`config.mk`:
```
export PLATFORM = sky130hd
export DESIGN_NAME = dma_bus_arbiter
export DESIGN_NICKNAME = d
export VERILOG_FILES = /design/src/rtl/dma_bus_arbiter.sv
export SDC_FILE = /design/constraint.sdc
export NUM_CORES = 1
export LEC_CHECK = 0
export BUFFER_PORTS_ARGS = -buffer_cell sky130_fd_sc_hd__buf_2
export CAP_MARGIN = 20
export CORE_UTILIZATION = 50
export CTS_BUF_LIST = sky130_fd_sc_hd__clkbuf_8
export DETAILED_ROUTE_END_ITERATION = 10
export GPL_ROUTABILITY_DRIVEN = 0
export PLACE_DENSITY = 0.83
export SLEW_MARGIN = 25
export SYNTH_ARGS = -nofsm -noshare
export SYNTH_HDL_FRONTEND = slang
export SYNTH_SLANG_ARGS = --single-unit
```
`constraint.sdc`:
```
create_clock -name CLK -period 2 [get_ports CLK]
set_clock_uncertainty 0.1 [all_clocks]
set_input_delay 0.1 -clock CLK [delete_from_list [all_inputs] [get_ports CLK]]
set_output_delay 0.1 -clock CLK [all_outputs]
set_load 0.005 [all_outputs]
```
`src/rtl/dma_bus_arbiter.sv`:
```
// Bus arbiter / command controller for the 12-word device-to-memory DMA engine.
// Optional grant watchdog enabled by defining ARB_TIMEOUT_EN.
module dma_bus_arbiter #(
  parameter int unsigned TIMEOUT_CYCLES = 64
) (
  input  logic       CLK,
  input  logic       reset_n,
  input  logic       dma_begin,
  input  logic       BR,
  input  logic       dma_end,
  input  logic       cpu_mem_busy,
  output logic       cmd,
  output logic       BG,
  output logic       cpu_stall,
  output logic [7:0] xfer_count,
  output logic       timeout_err
);

  typedef enum logic [2:0] {
    S_IDLE,
    S_CMD,
    S_WAIT_BUS,
    S_GRANT,
    S_RELEASE
  } state_e;

  state_e     state_q, state_d;
  logic       pending_q, pending_d;
  logic       cmd_q, cmd_d;
  logic       bg_q, bg_d;
  logic [7:0] xfer_count_q, xfer_count_d;
  logic       timeout_err_q, timeout_err_d;
  logic       wd_expire;

`ifdef ARB_TIMEOUT_EN
  logic [7:0] grant_cnt_q, grant_cnt_d;

  // Counter sits at zero outside GRANT, so it is clear on GRANT entry.
  always_comb begin
    grant_cnt_d = '0;
    if (state_q == S_GRANT) begin
      grant_cnt_d = grant_cnt_q + 8'd1;
    end
  end

  always_ff @(posedge CLK or negedge reset_n) begin
    if (!reset_n) begin
      grant_cnt_q <= '0;
    end else begin
      grant_cnt_q <= grant_cnt_d;
    end
  end

  assign wd_expire = (state_q == S_GRANT) && (grant_cnt_q == 8'(TIMEOUT_CYCLES - 1));
`else
  logic unused_timeout_cfg;
  assign unused_timeout_cfg = ^TIMEOUT_CYCLES;
  assign wd_expire          = 1'b0;
`endif

  always_comb begin
    state_d       = state_q;
    pending_d     = pending_q;
    xfer_count_d  = xfer_count_q;
    timeout_err_d = 1'b0;

    // One-deep latch: a begin outside IDLE is remembered; extra ones merge.
    if (state_q != S_IDLE && dma_begin) begin
      pending_d = 1'b1;
    end

    case (state_q)
      S_IDLE: begin
        if (dma_begin || pending_q) begin
          state_d   = S_CMD;
          pending_d = 1'b0;
        end
      end
      S_CMD: begin
        if (BR) begin
          state_d = S_WAIT_BUS;
        end
      end
      S_WAIT_BUS: begin
        if (!cpu_mem_busy) begin
          state_d = S_GRANT;
        end
      end
      S_GRANT: begin
        // A completion on the timeout edge wins over the watchdog.
        if (dma_end) begin
          state_d      = S_RELEASE;
          xfer_count_d = xfer_count_q + 8'd1;
        end else if (wd_expire) begin
          state_d       = S_RELEASE;
          timeout_err_d = 1'b1;
        end
      end
      S_RELEASE: begin
        if (!BR) begin
          state_d = S_IDLE;
        end
      end
      default: begin
        state_d = S_IDLE;
      end
    endcase

    // Registered decodes of the next state keep inputs off the output path.
    cmd_d = (state_d == S_CMD) || (state_d == S_WAIT_BUS) || (state_d == S_GRANT);
    bg_d  = (state_d == S_GRANT);
  end

  always_ff @(posedge CLK or negedge reset_n) begin
    if (!reset_n) begin
      state_q       <= S_IDLE;
      pending_q     <= 1'b0;
      cmd_q         <= 1'b0;
      bg_q          <= 1'b0;
      xfer_count_q  <= '0;
      timeout_err_q <= 1'b0;
    end else begin
      state_q       <= state_d;
      pending_q     <= pending_d;
      cmd_q         <= cmd_d;
      bg_q          <= bg_d;
      xfer_count_q  <= xfer_count_d;
      timeout_err_q <= timeout_err_d;
    end
  end

  assign cmd         = cmd_q;
  assign BG          = bg_q;
  assign cpu_stall   = (state_q == S_WAIT_BUS) || (state_q == S_GRANT) || (state_q == S_RELEASE);
  assign xfer_count  = xfer_count_q;
  assign timeout_err = timeout_err_q;

endmodule

```
==> impl_metrics.toml, run 1 <==
[timing]
finalSetupViolations = 0
hold_violations = 0
period_minus_slack_ns = 1.44
slew_viol_final = 0
finalCritPeriodShare = 0.719
rsz0062_at_grt = "false"
tns_ns = 0
fmax_ghz = 0.695

[critical_path]
crit_chain = "nor2_1 > nand2_1 > nand2_1 > buf_2"
r2r_start = "state_q[2]"
worst-r2r-setup-slack_ns = 0.63
crit-reg2reg-capture = "xfer_count[7]"
crit_top_cell = "nand2_1"
endpoint_kind = "primary output"
worstSetupPathType = "reg -> out"
required_ns = 1.80
max_stage_delay_ns = 0.48
worstPathArrival_ns = 1.24
slowest_stage = "dfrtp_1"
cp_max_fo = 9
cp-start-kind = "flop"
ff2ff_path_depth = 3

[status]
status = "finished clean"

[global_route]
grt_pass1_vias = 451
grt_first_pass_wirelength_mm = 2.04
grt_max_degree = 15
overflow = 0
antenna_found_initial = 0
track_usage = 0.208

[min_path]
hold_class = "in -> reg"
whs_endpoint = "pending_q"
worstHoldPathCells = 3
min_from = "dma_begin"

[placement]
io_buffers = 16
hpwl_um = 799

[die]
start_util = 0.576
die-width_um = 39.0
core_sq_um = 1190
io-pin-count = 18
die-area_sq_um = 1520
die_h_um = 39.0
rows = 12

[logic_synthesis]
yosys_warnings = 0
syn_nets = 69
netlist_instances = 62
yosysSeqAreaShare = 0.513
synth_cell_type_count = 25
syn_area_sq_um = 683
ys_ff_latch = 14
synth_area_leaders = "dfrtp_1 51%, nand2_1 6.0%, xnor2_1 5.1%"
synth_area_leader_cell = "dfrtp_1"
syn_avg_cell_area_sq_um = 11.0
synth_top_area_share = 0.513

[clock_tree]
clk_pin_slew_worst_paths_ns = 0.06
ctsLongestPathBuffers = 2
clock-root-buffer = "clkbuf_8"
cts_tree = "yes"
cts_buffers = 3
htree_levels = 1
clk_latency_ns = 0.24
cts_resized = 0
post_cts_buffers = 0
clock_sinks = 14

[power]
combPwrFrac = 0.284
power.leakage_uw = 0.000419
p_clk_frac = 0.260
p_int_uw = 699
seqPwrFrac = 0.455
power_uw = 1050
power_density_nw_per_um2 = 1290
power.switching_uw = 355
max-vdd-ir-drop_mv = 0.808
p_sw_frac = 0.337

[detailed_routing]
firstDrtPassIters = 4
via_per_inst = 5.34
drt_iter0_markers = 16
via_count = 497
routed_wl_mm = 1.20
ant_nets = 0
wl_per_cell_um = 12.9
drcViolationCount = 0

[cells_and_area]
final.fill_count = 94
insertedDiodeCount = 0
drive_gt1_frac = 0.291
seqCellArea_sq_um = 350
multiInputGateArea_sq_um = 298
layout_common_cells = "16 x buf_2, 14 x dfrtp_1, 11 x nand2_1"
areaGrowthSynthToFinish_pct = 19.2
final_common_cell = "buf_2"
layout.nets = 87

[flow_run]
max_cap_violations = 0
## through the flow
| stage | hold slack (ns) | area (sq um) | util | cells | setup WS [ns] |
|---|---|---|---|---|---|
| 2_1_floorplan | -0.296 | 683 | - | 62 | 0.707 |
| 3_3_place_gp | -0.0953 | 749 | 0.632 | 88 | 0.667 |
| 3_5_place_dp | -0.0919 | 749 | 0.632 | 88 | 0.661 |
| 4_1_cts | 0.0224 | 815 | 0.687 | 93 | 0.584 |
| 5_1_grt | 0.0454 | 815 | 0.687 | 93 | 0.457 |
| 6_report | 0.0141 | 815 | 0.687 | 93 | 0.562 |
## logic make-up (layout without fill, tap and decap cells)
family,Yosys count,in the layout,synth area share
flip-flops,14,14,0.513
AND/OR/NAND/NOR,31,31,0.271
multiplexers,1,1,0.0330
buffers and inverters,5,22,0.0513
AO/OA/AOI/OAI,2,2,0.0183
adder cells (fa/ha/maj),1,1,0.0183
other,1,1,0.00549
XOR/XNOR,7,7,0.0897
## registers in the layout, summed over array words and instances, names as in the netlist
register / flops
xfer_count: 8
state_q: 3
BG: 1
cmd: 1
pending_q: 1
## per-layer routing
layer | vias up | routed length [um] | global-route usage
li1 | 241 | - | -
met1 | 242 | 525 | 0.268
met2 | 12 | 616 | 0.321
met3 | 2 | 47 | 0.0520
met4 | 0 | 11 | 0.103
met5 | - | 0 | 0
## power groups by stage
| stage | combinational [uW] | sequential [uW] | clock [uW] |
|---|---|---|---|
| 4_1_cts | 302 | 479 | 275 |
| 3_3_place_gp | 284 | 479 | 0 |
| 3_5_place_dp | 291 | 482 | 0 |
| 6_report | 300 | 480 | 274 |
| 2_1_floorplan | 271 | 426 | 0 |
| 5_1_grt | 341 | 501 | 287 |
## Yosys cell counts
cell type  number
dfrtp_1        14
nand2_1        11
nor2_1          5
xnor2_1         4
nand3_1         3
nor3_1          3
xor2_1          3
buf_4           2
a211oi_1        1
a21oi_1         1
and3_1          1
and4b_1         1
buf_2           1
buf_6           1
conb_1          1
ha_1            1
inv_1           1
mux4_2          1
nand2b_1        1
nand3b_1        1
nand4_1         1
nand4b_4        1
nor2b_1         1
nor3b_1         1
nor4_4          1
## timing repair
item                                    4_1_cts  5_1_grt
endpoints found under the setup margin        0        0
endpoints found under the hold margin        14        0
hold buffers                                  1        0
## how the worst max path moves through the flow
stage	start	to	slack [ns]	cells after the start
finish	state_q[0]	cpu_stall	0.56	4
global route	state_q[0]	cpu_stall	0.46	4
CTS	state_q[0]	cpu_stall	0.58	4
detailed placement	state_q[2]	xfer_count[7]	0.66	3
global placement	state_q[2]	xfer_count[7]	0.67	3
floorplan	state_q[2]	xfer_count[7]	0.71	4
## critical path: cells and delay by family (launching register included)
| family | cells | cell delay [ns] |
|---|---|---|
| flip-flops | 1 | 0.48 |
| AND/OR/NAND/NOR | 3 | 0.41 |
| buffers and inverters | 1 | 0.10 |
## layout make-up
class | count | area share
Timing Repair Buffer | 17 | 0.111
Multi-Input combinational cell | 43 | 0.366
Inverter | 1 | 0.00461
Clock buffer | 4 | 0.0676
Sequential cell | 14 | 0.430
Tap cell | 14 | 0.0215
(Power assumes the default switching activity.)
==> run 2, diff against run 1 <==
ABC_AREA = 1   (was default)
PLACE_DENSITY = 0.82   (was 0.83)
clock period = 1.5 ns   (was 2 ns; I/O delays follow)
==> run 2 against run 1 <==
  * Global-route usage up 0.42 points
  * Clock-buffer cell count unchanged
  * Synthesized area up 7.5%
  * Critical path type unchanged
  * Critical endpoint unchanged
==> impl_metrics.toml, run 2 <==
[logic_synthesis]
yosys_warnings = 0
netlist_instances = 91
yosysMostFrequentCell = "nand2_1"
synth_area_leader_cell = "dfrtp_1"
synth_top_area_share = 0.477
async_flop_share = 1.00
yosys-top-cells-count = "24 x nand2_1, 14 x dfrtp_1, 14 x inv_1, 7 x nand3_1, 5 x nor2_1"
syn_area_sq_um = 734
syn_nets = 98
syn_avg_cell_area_sq_um = 8.07
ys_ff_latch = 14
synth-edff-count = 0
synth_cell_type_count = 22
yosysSeqAreaShare = 0.477
synth_area_leaders = "dfrtp_1 48%, nand2_1 12%, inv_1 7.2%"
synth-main-ff-cell = "dfrtp_1"

[power]
power_density_nw_per_um2 = 1680
power.leakage_uw = 0.000488
max-vdd-ir-drop_mv = 1.01
power_uw = 1500

[global_route]
antenna_found_initial = 0
grt_pass1_vias = 591
overflow = 0
grt_first_pass_wirelength_mm = 2.28
track_usage = 0.212
grt_max_degree = 15

[die]
die-area_sq_um = 1630
rows = 13
core_sq_um = 1330
die-width_um = 40.3
start_util = 0.551
die_h_um = 40.3
io-pin-count = 18

[detailed_routing]
firstDrtPassIters = 4
routed_wl_mm = 1.31
drcViolationCount = 0
ant_nets = 0
via_count = 629
drt_iter0_markers = 16
via_per_inst = 4.99
wl_per_cell_um = 10.4

[critical_path]
ff2ff_path_depth = 6
slowest_stage = "dfrtp_1"
r2r_start = "xfer_count[0]"
endpoint_kind = "primary output"
max_stage_delay_ns = 0.45
crit-reg2reg-capture = "xfer_count[4]"
cp-start-kind = "flop"
crit_chain = "nor2_2 > nand2_1 > o21ai_0 > buf_2"
required_ns = 1.32
worstPathArrival_ns = 1.17
cp_max_fo = 6
worst-r2r-setup-slack_ns = 0.25
worstSetupPathType = "reg -> out"

[clock_tree]
htree_levels = 1
clk_latency_ns = 0.24
cts_tree = "yes"
clock-root-buffer = "clkbuf_8"
post_cts_buffers = 0
clock_sinks = 14
cts_buffers = 3
ctsLongestPathBuffers = 2
clk_pin_slew_worst_paths_ns = 0.06

[cells_and_area]
areaGrowthSynthToFinish_pct = 21.6
largest_register_ffs = 8
final.fill_count = 113
layout.nets = 119
insertedDiodeCount = 0
final_common_cell = "nand2_1"
drive_gt1_frac = 0.288
layout_common_cells = "24 x nand2_1, 16 x buf_2, 14 x dfrtp_1, 14 x inv_1, 7 x nand3_1"

[timing]
hold_violations = 0
finalCritPeriodShare = 0.897
tns_ns = 0
slew_viol_final = 0
finalSetupViolations = 0
fmax_ghz = 0.743
rsz0062_at_grt = "false"
period_minus_slack_ns = 1.35
whs_ns = 0.0625

[status]
status = "finished clean"

[placement]
io_buffers = 16
hpwl_um = 962

[min_path]
worstHoldPathCells = 3
hold_class = "in -> reg"
min_from = "BR"
whs_endpoint = "state_q[1]"

[flow_run]
max_cap_violations = 0
==> run 2: report_power, final <==
part	internal, uW	switching (uW)
Clock	232	127
Combinational	223	302
Sequential	493	121
Total	948	549
==> run 2: critical path: cells and delay by family (launching register included) <==
| kind | cells | cell delay (ns) |
|---|---|---|
| AOI/OAI and AO/OA | 1 | 0.07 |
| and+or+nand+nor | 2 | 0.26 |
| DFF | 1 | 0.45 |
| buffers and inverters | 1 | 0.14 |
==> run 2: kinds of logic (layout without fill, tap and decap cells) <==
family,after synthesis,count (layout),share of synthesized area
buffers and inverters,18,38,0.0971
AOI/OAI and AO/OA,8,8,0.0767
xor gates and xnor gates,2,2,0.0239
DFF,14,14,0.477
adders and majority gates,1,1,0.0170
and+or+nand+nor,47,47,0.303
other,1,1,0.00511
==> run 2: worst max-delay path by stage <==
stage	slack, ns	to	start	cells past startpoint
2_1_floorplan	0.32	xfer_count[4]	xfer_count[0]	6
3_3_place_gp	0.29	xfer_count[4]	xfer_count[0]	6
3_5_place_dp	0.26	xfer_count[4]	xfer_count[0]	6
4_1_cts	0.13	cpu_stall	state_q[0]	4
5_1_grt	0.06	cpu_stall	state_q[0]	4
6_report	0.15	cpu_stall	state_q[0]	4
==> run 2: area by class of cell <==
cell class                      count  area (sq um)  share of cell area
Sequential cell                    14           350               0.392
Timing Repair Buffer               17          90.1               0.101
Multi-Input combinational cell     59           315               0.353
Tap cell                           15          18.8              0.0210
Clock buffer                        4          55.1              0.0616
Inverter                           17          63.8              0.0714
==> run 2: what timing repair did <==
action	CTS	global route
resized for setup	0	1
setup endpoints to repair	0	1
endpoints found under the hold margin	14	0
hold buffers	1	0
==> run 2: layer usage <==
| layer | global-route usage | vias up | routed length, um |
|---|---|---|---|
| met3 | 0.0389 | 2 | 56 |
| met5 | 0 | - | 0 |
| li1 | - | 322 | - |
| met1 | 0.253 | 288 | 564 |
| met2 | 0.353 | 17 | 674 |
| met4 | 0.117 | 0 | 11 |
==> run 2: stage by stage <==
| step | setup slack [ns] | cells | cell area (sq um) | utilization |
|---|---|---|---|---|
| 2_1_floorplan | 0.325 | 91 | 734 | - |
| 3_3_place_gp | 0.291 | 121 | 826 | 0.619 |
| 3_5_place_dp | 0.258 | 121 | 826 | 0.619 |
| 4_1_cts | 0.128 | 126 | 891 | 0.668 |
| 5_1_grt | 0.0572 | 126 | 893 | 0.670 |
| 6_report | 0.154 | 126 | 893 | 0.670 |
